--- src/rtl/pc_ctrl.sv ---
// Fetch-stage program counter with next-PC selection and stall gating.
// Debug run/halt/step FSM freezes the core or advances N PC updates.
module pc_ctrl #(
  parameter int unsigned NBITS        = 32,
  parameter int unsigned INC          = 4,
  parameter logic [31:0] RESET_VECTOR = 32'h0,
  parameter logic [31:0] EXC_VECTOR   = 32'h80,
  parameter int unsigned CNTW         = 16,
  parameter bit          START_HALTED = 1'b1
) (
  input  logic             i_clk,
  input  logic             i_reset,
  input  logic             i_stall,
  input  logic             i_exception,
  input  logic             i_jump,
  input  logic [NBITS-1:0] i_jump_target,
  input  logic             i_branch_taken,
  input  logic [NBITS-1:0] i_branch_target,
  input  logic             i_dbg_halt,
  input  logic             i_dbg_run,
  input  logic             i_dbg_step,
  input  logic [CNTW-1:0]  i_dbg_step_cnt,
  output logic [NBITS-1:0] o_PC,
  output logic [NBITS-1:0] o_PC_plus,
  output logic             o_valid,
  output logic [1:0]       o_state,
  output logic             o_step_done,
  output logic [CNTW-1:0]  o_adv_cnt
);

  typedef enum logic [1:0] {
    RUN  = 2'b00,
    HALT = 2'b01,
    STEP = 2'b10
  } state_t;

  localparam logic [NBITS-1:0] RST_PC = NBITS'(RESET_VECTOR);
  localparam logic [NBITS-1:0] EXC_PC = NBITS'(EXC_VECTOR);
  localparam logic [NBITS-1:0] INC_V  = NBITS'(INC);
  localparam state_t           RST_ST = START_HALTED ? HALT : RUN;

  state_t            state_q, state_d;
  logic [NBITS-1:0]  pc_q, pc_d;
  logic [CNTW-1:0]   cnt_q, cnt_d;
  logic [CNTW-1:0]   adv_q, adv_d;
  logic              done_q, done_d;
  logic              adv;

  assign adv       = (state_q != HALT) && (i_exception || !i_stall);
  assign o_PC      = pc_q;
  assign o_PC_plus = pc_q + INC_V;
  assign o_valid   = (state_q != HALT);
  assign o_state   = state_q;
  assign o_step_done = done_q;
  assign o_adv_cnt = adv_q;

  // Next-PC priority mux and update counter
  always_comb begin
    pc_d  = pc_q;
    adv_d = adv_q;
    if (adv) begin
      adv_d = adv_q + CNTW'(1);
      if (i_exception)         pc_d = EXC_PC;
      else if (i_jump)         pc_d = i_jump_target;
      else if (i_branch_taken) pc_d = i_branch_target;
      else                     pc_d = pc_q + INC_V;
    end
  end

  // Debug FSM next state, step counter and completion pulse
  always_comb begin
    state_d = state_q;
    cnt_d   = cnt_q;
    done_d  = 1'b0;
    unique case (state_q)
      RUN: begin
        if (i_dbg_halt) state_d = HALT;
      end
      HALT: begin
        if (i_dbg_halt) begin
          state_d = HALT;
        end else if (i_dbg_run) begin
          state_d = RUN;
        end else if (i_dbg_step && (i_dbg_step_cnt != '0)) begin
          state_d = STEP;
          cnt_d   = i_dbg_step_cnt;
        end
      end
      STEP: begin
        if (i_dbg_halt) begin
          state_d = HALT;
          cnt_d   = '0;
        end else if (adv) begin
          cnt_d = cnt_q - CNTW'(1);
          if (cnt_q == CNTW'(1)) begin
            state_d = HALT;
            done_d  = 1'b1;
          end
        end
      end
      default: begin
        state_d = HALT;
        cnt_d   = '0;
      end
    endcase
  end

  // Falling-edge register bank with synchronous reset
  always_ff @(negedge i_clk) begin
    if (i_reset) begin
      state_q <= RST_ST;
      pc_q    <= RST_PC;
      cnt_q   <= '0;
      adv_q   <= '0;
      done_q  <= 1'b0;
    end else begin
      state_q <= state_d;
      pc_q    <= pc_d;
      cnt_q   <= cnt_d;
      adv_q   <= adv_d;
      done_q  <= done_d;
    end
  end

endmodule

--- config.mk ---
export PLATFORM = sky130hd
export DESIGN_NAME = pc_ctrl
export DESIGN_NICKNAME = d
export VERILOG_FILES = /design/src/rtl/pc_ctrl.sv
export SDC_FILE = /design/constraint.sdc
export NUM_CORES = 1
export LEC_CHECK = 0
export ABC_AREA = 1
export BUFFER_PORTS_ARGS = -buffer_cell sky130_fd_sc_hd__buf_2
export CORE_MARGIN = 2
export CORE_UTILIZATION = 25
export CTS_CLUSTER_SIZE = 24
export DETAILED_ROUTE_END_ITERATION = 12
export PLACE_DENSITY_LB_ADDON = 0.3
export SYNTH_ARGS = -nofsm -noshare
export SYNTH_HDL_FRONTEND = slang
export SYNTH_SLANG_ARGS = --single-unit
--- constraint.sdc ---
create_clock -name i_clk -period 3.8 [get_ports i_clk]
set_input_delay 0 -clock i_clk [delete_from_list [all_inputs] [get_ports i_clk]]
set_output_delay 0 -clock i_clk [all_outputs]
set_load 0.1 [all_outputs]
Word-level counts from Yosys, hierarchy flattened
Index checks and enable logic that the tools add are counted.

word-level totals
  flip-flop bits (word level) = 67
  logic and storage cells = 49
  output and inout bits = 84
  input port bits = 89

operators by class
  bitwise operators = 3
  equality and inequality tests = 11
  add/subtract/negate cells = 3
  mux-type cells = 18
  reductions and logical operators = 9

operators by type and width
  cell                   count
  $mux 32                3
  $mux 16                5
  $pmux 16 s3            1
  $add 32x3->32 const B  1
  $add 16x1->16 const B  1
  $eq 16x1->1 const B    1
  $reduce_bool 16->1     1
  $sub 16x1->16 const B  1
  $mux 2                 7
  $ne 2x2->1 const B     4
  $ne 3x3->1 const B     2
  $pmux 2 s3             1
  $reduce_and 5->1       1
  $ne 4x4->1 const B     1
  $reduce_and 4->1       1
  $reduce_or 4->1        1
  $not 1->1              3
  $eq 2x1->1 const B     1
  $eq 2x2->1 const B     1
  $logic_and 1x1->1      2
  $logic_not 2->1        1
  $ne 2x1->1 const B     1
  $logic_not 1->1        1
  $logic_or 1x1->1       1
  $mux 1                 1

Depth between registers and ports, before layout
Gate-level depths: netlist of the first run.

  depth after elaboration = 6
  mapped depth = 12
  gate-level depth less buffers = 12

==> flow_summary_export.csv, run 1 <==
group,metric,value,unit
run_status,status,"finished with violations",
run_status,violations,"negative setup slack",
placed_design,pre_cts_ws,0.1438,ns
setup_path,path_common_cell,"nor2_4",
clock_tree,cts_root_buffer,"clkbuf_16",
synthesis,syn_nets,902,
sta,maxSlewHeadroom,53.54,%
synthesis,synth_cell_type_count,46,
synthesis,synth_seq_area_share,27.56,%
clock_tree,h-tree-depth,3,
drt,totalWireLength,18440,um
clock_tree,cts_tree,"built",
cells_and_area,final_common_cell,"nand2_1",
clock_tree,cts_made_buffers,9,
global_routing,grt_max_degree,56,
synthesis,avgSynthCellArea,6.039,um2
drt,drc_errors,0,
placed_design,port_buffers,172,
cells_and_area,layout-drive-gt1-share,34.35,%
drt,vias_per_cell,4.509,
synthesis,yosys.area.top_type,"dfxtp_1",
clock_tree,clk_latency,0.41,ns
global_routing,grt_pass1_wl,28000,um
setup_path,cp_data_arrival_time,3.83,ns
clock_tree,cts_hold_buf,0,
sta,drv_slew,0,
floorplan,core,19270,um2
floorplan,die_h,143.5,um
cells_and_area,areaGrowthSynthToFinish,58.25,%
cells_and_area,finalCoreUtilization,39.97,%
floorplan,rows,51,
drt,detail-route-antenna-nets,0,
setup_path,max_stage_delay,0.37,ns
synthesis,synthArstFlopShare,0,%
sta,skew,0.02181,ns
floorplan,die_x,143.5,um
setup_path,crit_type,"reg2out",
power_and_ir_drop,p_per_area,416.2,nW/um2
synthesis,ys_ff_latch,67,
clock_tree,path_clk_slew,0.03,ns
floorplan,ios,173,
global_routing,track_usage,17.39,%
synthesis,synthTopCellsByArea,"dfxtp_1, nand2_1, nor2_1, a21oi_1, inv_1",
sta,setup_viol,2,
cells_and_area,multi_input_area,3447,um2
synthesis,synth_edf_count,0,
sta,holdWs,0.4801,ns
sta,fin_ws,-0.03460,ns
cells_and_area,nNetsFinal,1168,
setup_path,end_kind,"output port",
global_routing,antenna_found_initial,3,
placed_design,dp_hpwl,13710,um
cells_and_area,final-seq-area,1415,um2
setup_path,worst_ep_required_time,3.80,ns
placed_design,placement.cell_area,6691,um2
hold_path,hold_class,"reg2reg",
synthesis,synth.top_cell.area_share,27.56,%
sta,rsz0062_at_grt,"true",
floorplan,initial_core_util,25.26,%
drt,wl_per_cell,13.73,um
power_and_ir_drop,vdd_drop_max,230.1,uV
setup_path,crit_path_max_fanout,5,
synthesis,synth_cells,806,
synthesis,syn_area,4867,um2
global_routing,grt_pass1_vias,5653,
sta,hold_violations,0,
cells_and_area,layout_common_cells,"nand2_1, buf_2, inv_1, nor2_1, a21oi_1",
synthesis,yosys_warnings,0,
cells_and_area,design_area,7702,um2
drt,vias,6055,
sta,worst-slew-pin-transition,0.6968,ns
synthesis,synth_flop_cell,"dfxtp_1",
drt,drtIter0Drc,228,
setup_path,start_kind,"flip-flop",
clock_tree,clkSinkCount,67,
placed_design,place_congestion,0.8645,
setup_path,crit_slowest_cell,"dfxtp_4",
power_and_ir_drop,leakagePower,3.549,nW
global_routing,grt_overflow,0,
drt,firstDrtPassIters,5,
job,cap_violations,0,
cells_and_area,fillers,2110,
floorplan,dieArea,20600,um2
sta,finalSetupTns,-0.04568,ns
clock_tree,cts_max_path_buffers,2,
setup_path,crit_path_cell_trace,"clkinvlp_4 -> nor2_4 -> nand3_4 -> nor2_4 -> buf_4 -> nand3b_1 -> nand2_4 -> buf_12",
## timing repair
action / 4_1_cts / 5_1_grt
gates resized for setup: 26 / 32
setup buffers: 12 / 20
pin swaps: 13 / 21
endpoints found under the hold margin: 0 / 0
setup endpoints to repair: 20 / 23
## power breakdown
part | leakage, nW | total (mW) | internal [mW] | switching (mW)
Combinational | 2.47 | 1.18 | 0.336 | 0.846
Clock | 0.520 | 1.19 | 0.667 | 0.521
Sequential | 0.562 | 0.836 | 0.759 | 0.0763
## through the flow
stage	power, mW	std cells
2_1_floorplan	1.810	806
3_3_place_gp	2.109	1228
3_5_place_dp	2.119	1228
4_1_cts	3.255	1322
5_1_grt	3.445	1342
6_report	3.206	1343
## kinds of logic after synthesis
| group | synth area share [%] |
|---|---|
| AND/OR/NAND/NOR | 41.77 |
| adder cells (fa/ha/maj) | 1.799 |
| flip-flops | 27.56 |
| buffers and inverters | 9.332 |
| AO/OA/AOI/OAI | 15.68 |
| XOR/XNOR | 3.856 |
## final cells by class
type,count,share of cell area [%]
Clock buffer,9,2.924
Multi-Input combinational cell,629,44.75
Sequential cell,67,18.37
Tap cell,265,4.305
Timing Repair Buffer,217,20.60
Clock inverter,74,4.418
Antenna cell,1,0.03249
Inverter,81,4.597
## worst max-delay path: cells and delay by family (launching register included)
family,cells,cell delay [ns]
and+or+nand+nor,5,0.76
buffers and inverters,3,0.42
DFF,1,0.37
## state kept, by name (all words and copies together), names as in the netlist
signal,cells
cnt_q,16
o_step_done,1
o_state,2
o_PC,32
o_adv_cnt,16
## cells in the mapped netlist, drive strengths merged (4+ instances only)
| cell type | count |
|---|---|
| nand2 | 252 |
| nand3b | 6 |
| buf | 16 |
| a21oi | 69 |
| o22ai | 28 |
| nand4 | 4 |
| clkbuf | 12 |
| inv | 81 |
| xor2 | 10 |
| dfxtp | 67 |
| o21bai | 4 |
| nand3 | 50 |
| nor2 | 143 |
| xnor2 | 8 |
| ha | 7 |
| nor3 | 11 |
| o21ai | 26 |
## per-layer routing
metal,wire (um),track usage (%)
met5,27,0
met2,9007,29.55
met1,7956,19.99
met4,183,5.831
met3,1261,6.764
## path summary, 6_finish.rpt
path	startpoint	endpoint	slack [ns]	depth (start not counted)
max	o_PC[2]$_SDFFE_NP0P_	o_PC_plus[23]	-0.03	8
min	cnt_q[15]$_SDFFE_NP0P_	cnt_q[15]$_SDFFE_NP0P_	0.48	2
max reg2reg	o_state[0]$_SDFFE_NP1P_	cnt_q[11]$_SDFFE_NP0P_	1.71	12
min reg2reg	cnt_q[15]$_SDFFE_NP0P_	cnt_q[15]$_SDFFE_NP0P_	0.48	2
Note: power is estimated with default switching activity, not from simulation.
==> run 2: changes to the inputs <==
--- a/config.mk
+++ b/config.mk
@@ -12,6 +12,7 @@
 export CTS_CLUSTER_SIZE = 24
 export DETAILED_ROUTE_END_ITERATION = 12
 export PLACE_DENSITY_LB_ADDON = 0.3
+export REMOVE_ABC_BUFFERS = 1
 export SYNTH_ARGS = -nofsm -noshare
 export SYNTH_HDL_FRONTEND = slang
 export SYNTH_SLANG_ARGS = --single-unit
==> run 2 against run 1 <==
Compared with the run above: the run now ends clean; register-to-register slack improved by 0.12 ns; power fell by 4.5%; worst hold slack improved by 0.0064 ns; non-clock buffer count fell by 11; clock skew fell by 0.0083 ns; setup slack improved by 0.059 ns; final cell count fell by 0.89%; critical endpoint is now o_PC_plus[13].
==> flow_summary_export.csv, run 2 (same netlist as run 1, synthesis figures left out) <==
group,metric,value,unit
setup_path,startpoint,"o_PC[2]$_SDFFE_NP0P_",
floorplan,ios,173,
setup_path,cp.depth,7,
setup_path,crit_path_max_fanout,5,
setup_path,path_common_cell,"nor2_4",
global_routing,antenna_found_initial,0,
sta,skew,0.01353,ns
setup_path,worst_ep_required_time,3.80,ns
cells_and_area,areaGrowthSynthToFinish,50.67,%
clock_tree,cts_tree,"built",
floorplan,rows,51,
floorplan,die_h,143.5,um
sta,hold_violations,0,
setup_path,timing.rr.start,"o_state[1]$_SDFFE_NP0P_",
floorplan,initial_core_util,25.26,%
global_routing,grt_overflow,0,
setup_path,cpLargestDelayFamily,"simple AND/OR/NAND/NOR gates",
drt,drtIter0Drc,260,
hold_path,hold_class,"reg2reg",
hold_path,hold_path_startpoint,"cnt_q[15]$_SDFFE_NP0P_",
drt,vias_per_cell,4.484,
power_and_ir_drop,vdd_drop_max,190.1,uV
cells_and_area,largest_register_ff_count,32,
setup_path,end_kind,"output port",
floorplan,die_x,143.5,um
clock_tree,clkSinkCount,67,
setup_path,cp_data_arrival_time,3.78,ns
clock_tree,h-tree-depth,3,
global_routing,track_usage,16.74,%
cells_and_area,layout-drive-gt1-share,31.89,%
global_routing,grt_pass1_vias,5628,
clock_tree,clk_latency,0.40,ns
floorplan,dieArea,20600,um2
placed_design,port_buffers,172,
floorplan,core,19270,um2
cells_and_area,antenna_cells,0,
sta,fin_ws,0.02414,ns
cells_and_area,nNetsFinal,1157,
sta,worst-slew-pin-transition,0.7012,ns
sta,holdWs,0.4865,ns
drt,detail-route-antenna-nets,0,
hold_path,worstHoldPathCells,2,
global_routing,grt_pass1_wl,27210,um
setup_path,reg2reg_depth,10,
setup_path,cp.buffers_inverters,3,
clock_tree,cts_hold_buf,0,
global_routing,grt_max_degree,56,
clock_tree,path_clk_slew,0.03,ns
drt,wl_per_cell,13.02,um
drt,firstDrtPassIters,5,
cells_and_area,fillers,2138,
cells_and_area,layout_common_cells,"nand2_1, buf_2, inv_1, nor2_1, a21oi_1",
cells_and_area,final_common_cell,"nand2_1",
placed_design,place_congestion,0.9020,
drt,drc_errors,0,
job,cap_violations,0,
drt,totalWireLength,17330,um
clock_tree,cts_made_buffers,9,
power_and_ir_drop,p_per_area,417.7,nW/um2
power_and_ir_drop,leakagePower,3.530,nW
placed_design,dp_hpwl,12950,um
sta,maxSlewHeadroom,53.25,%
setup_path,crit_type,"reg2out",
cells_and_area,final_cells,1331,
setup_path,max_stage_delay,0.37,ns
placed_design,pre_cts_ws,0.1370,ns
setup_path,crit_path_cell_trace,"inv_2 -> nor2_4 -> nand2_4 -> nor2_4 -> buf_4 -> xor2_2 -> buf_12",
setup_path,crit_slowest_cell,"dfxtp_4",
drt,vias,5968,
sta,rsz0062_at_grt,"true",
clock_tree,cts_root_buffer,"clkbuf_16",
clock_tree,cts_max_path_buffers,2,
sta,setup_viol,0,
run_status,status,"complete, no violations",
sta,drv_slew,0,
setup_path,start_kind,"flip-flop",
placed_design,place_inst,1236,
[run 2: through the flow]
step	utilization (%)	area (um2)	total power, mW	TNS (ns)
4_1_cts	36.75	7082	3.122	-0.003833
3_5_place_dp	33.45	6446	2.100	0
3_3_place_gp	33.45	6446	2.095	0
2_1_floorplan	-	4721	1.747	-53.77
6_report	38.05	7333	3.063	0
5_1_grt	38.05	7333	3.306	-0.4635
[run 2: worst paths after layout]
path | slack [ns] | to
worst max-delay path | 0.02 | o_PC_plus[13]
worst min register to register | 0.49 | cnt_q[15]$_SDFFE_NP0P_
worst min-delay path | 0.49 | cnt_q[15]$_SDFFE_NP0P_
worst max register to register | 1.83 | o_adv_cnt[13]$_SDFFE_NP0P_
[run 2: timing repair]
| action | CTS | global route |
|---|---|---|
| buffers inserted | 3 | 10 |
| setup endpoints to repair | 24 | 20 |
| pin swaps | 8 | 17 |
| cloned | 0 | 0 |
| gates resized for setup | 31 | 64 |
[run 2: final cells by class]
class                   count  area (um2)  area share, %
multi-input cells         629        3281          44.74
repair buffers            206        1508          20.56
flip-flops and latches     67        1381          18.84
well taps                 265       331.6          4.521
inverters                  81       304.0          4.146
clock inverters            74       302.8          4.129
clock buffers               9       225.2          3.071
[run 2: per-layer routing]
layer  vias up  global-route usage, %  part of all wire, %
met3        25                  3.999                  4.5
li1       3101                      -                    -
met4         0                  8.824                  2.3
met5         -                      0                    0
met1      2690                  20.55                   46
met2       152                  27.14                   48
[run 2: worst register-to-register path, stage by stage (launching register included)]
cell	delay, ns
dfxtp_1	0.36
inv_1	0.08
ha_1	0.19
inv_1	0.09
nand2_1	0.16
nor3_2	0.33
nand3_1	0.17
nor2_1	0.24
nand4_1	0.12
nand2_1	0.07
nor2_1	0.04
[run 2: power by group]
| group | internal, mW | total [mW] | switching [mW] |
|---|---|---|---|
| Combinational | 0.328 | 1.17 | 0.842 |
| Clock | 0.540 | 1.07 | 0.527 |
| Sequential | 0.760 | 0.826 | 0.0657 |
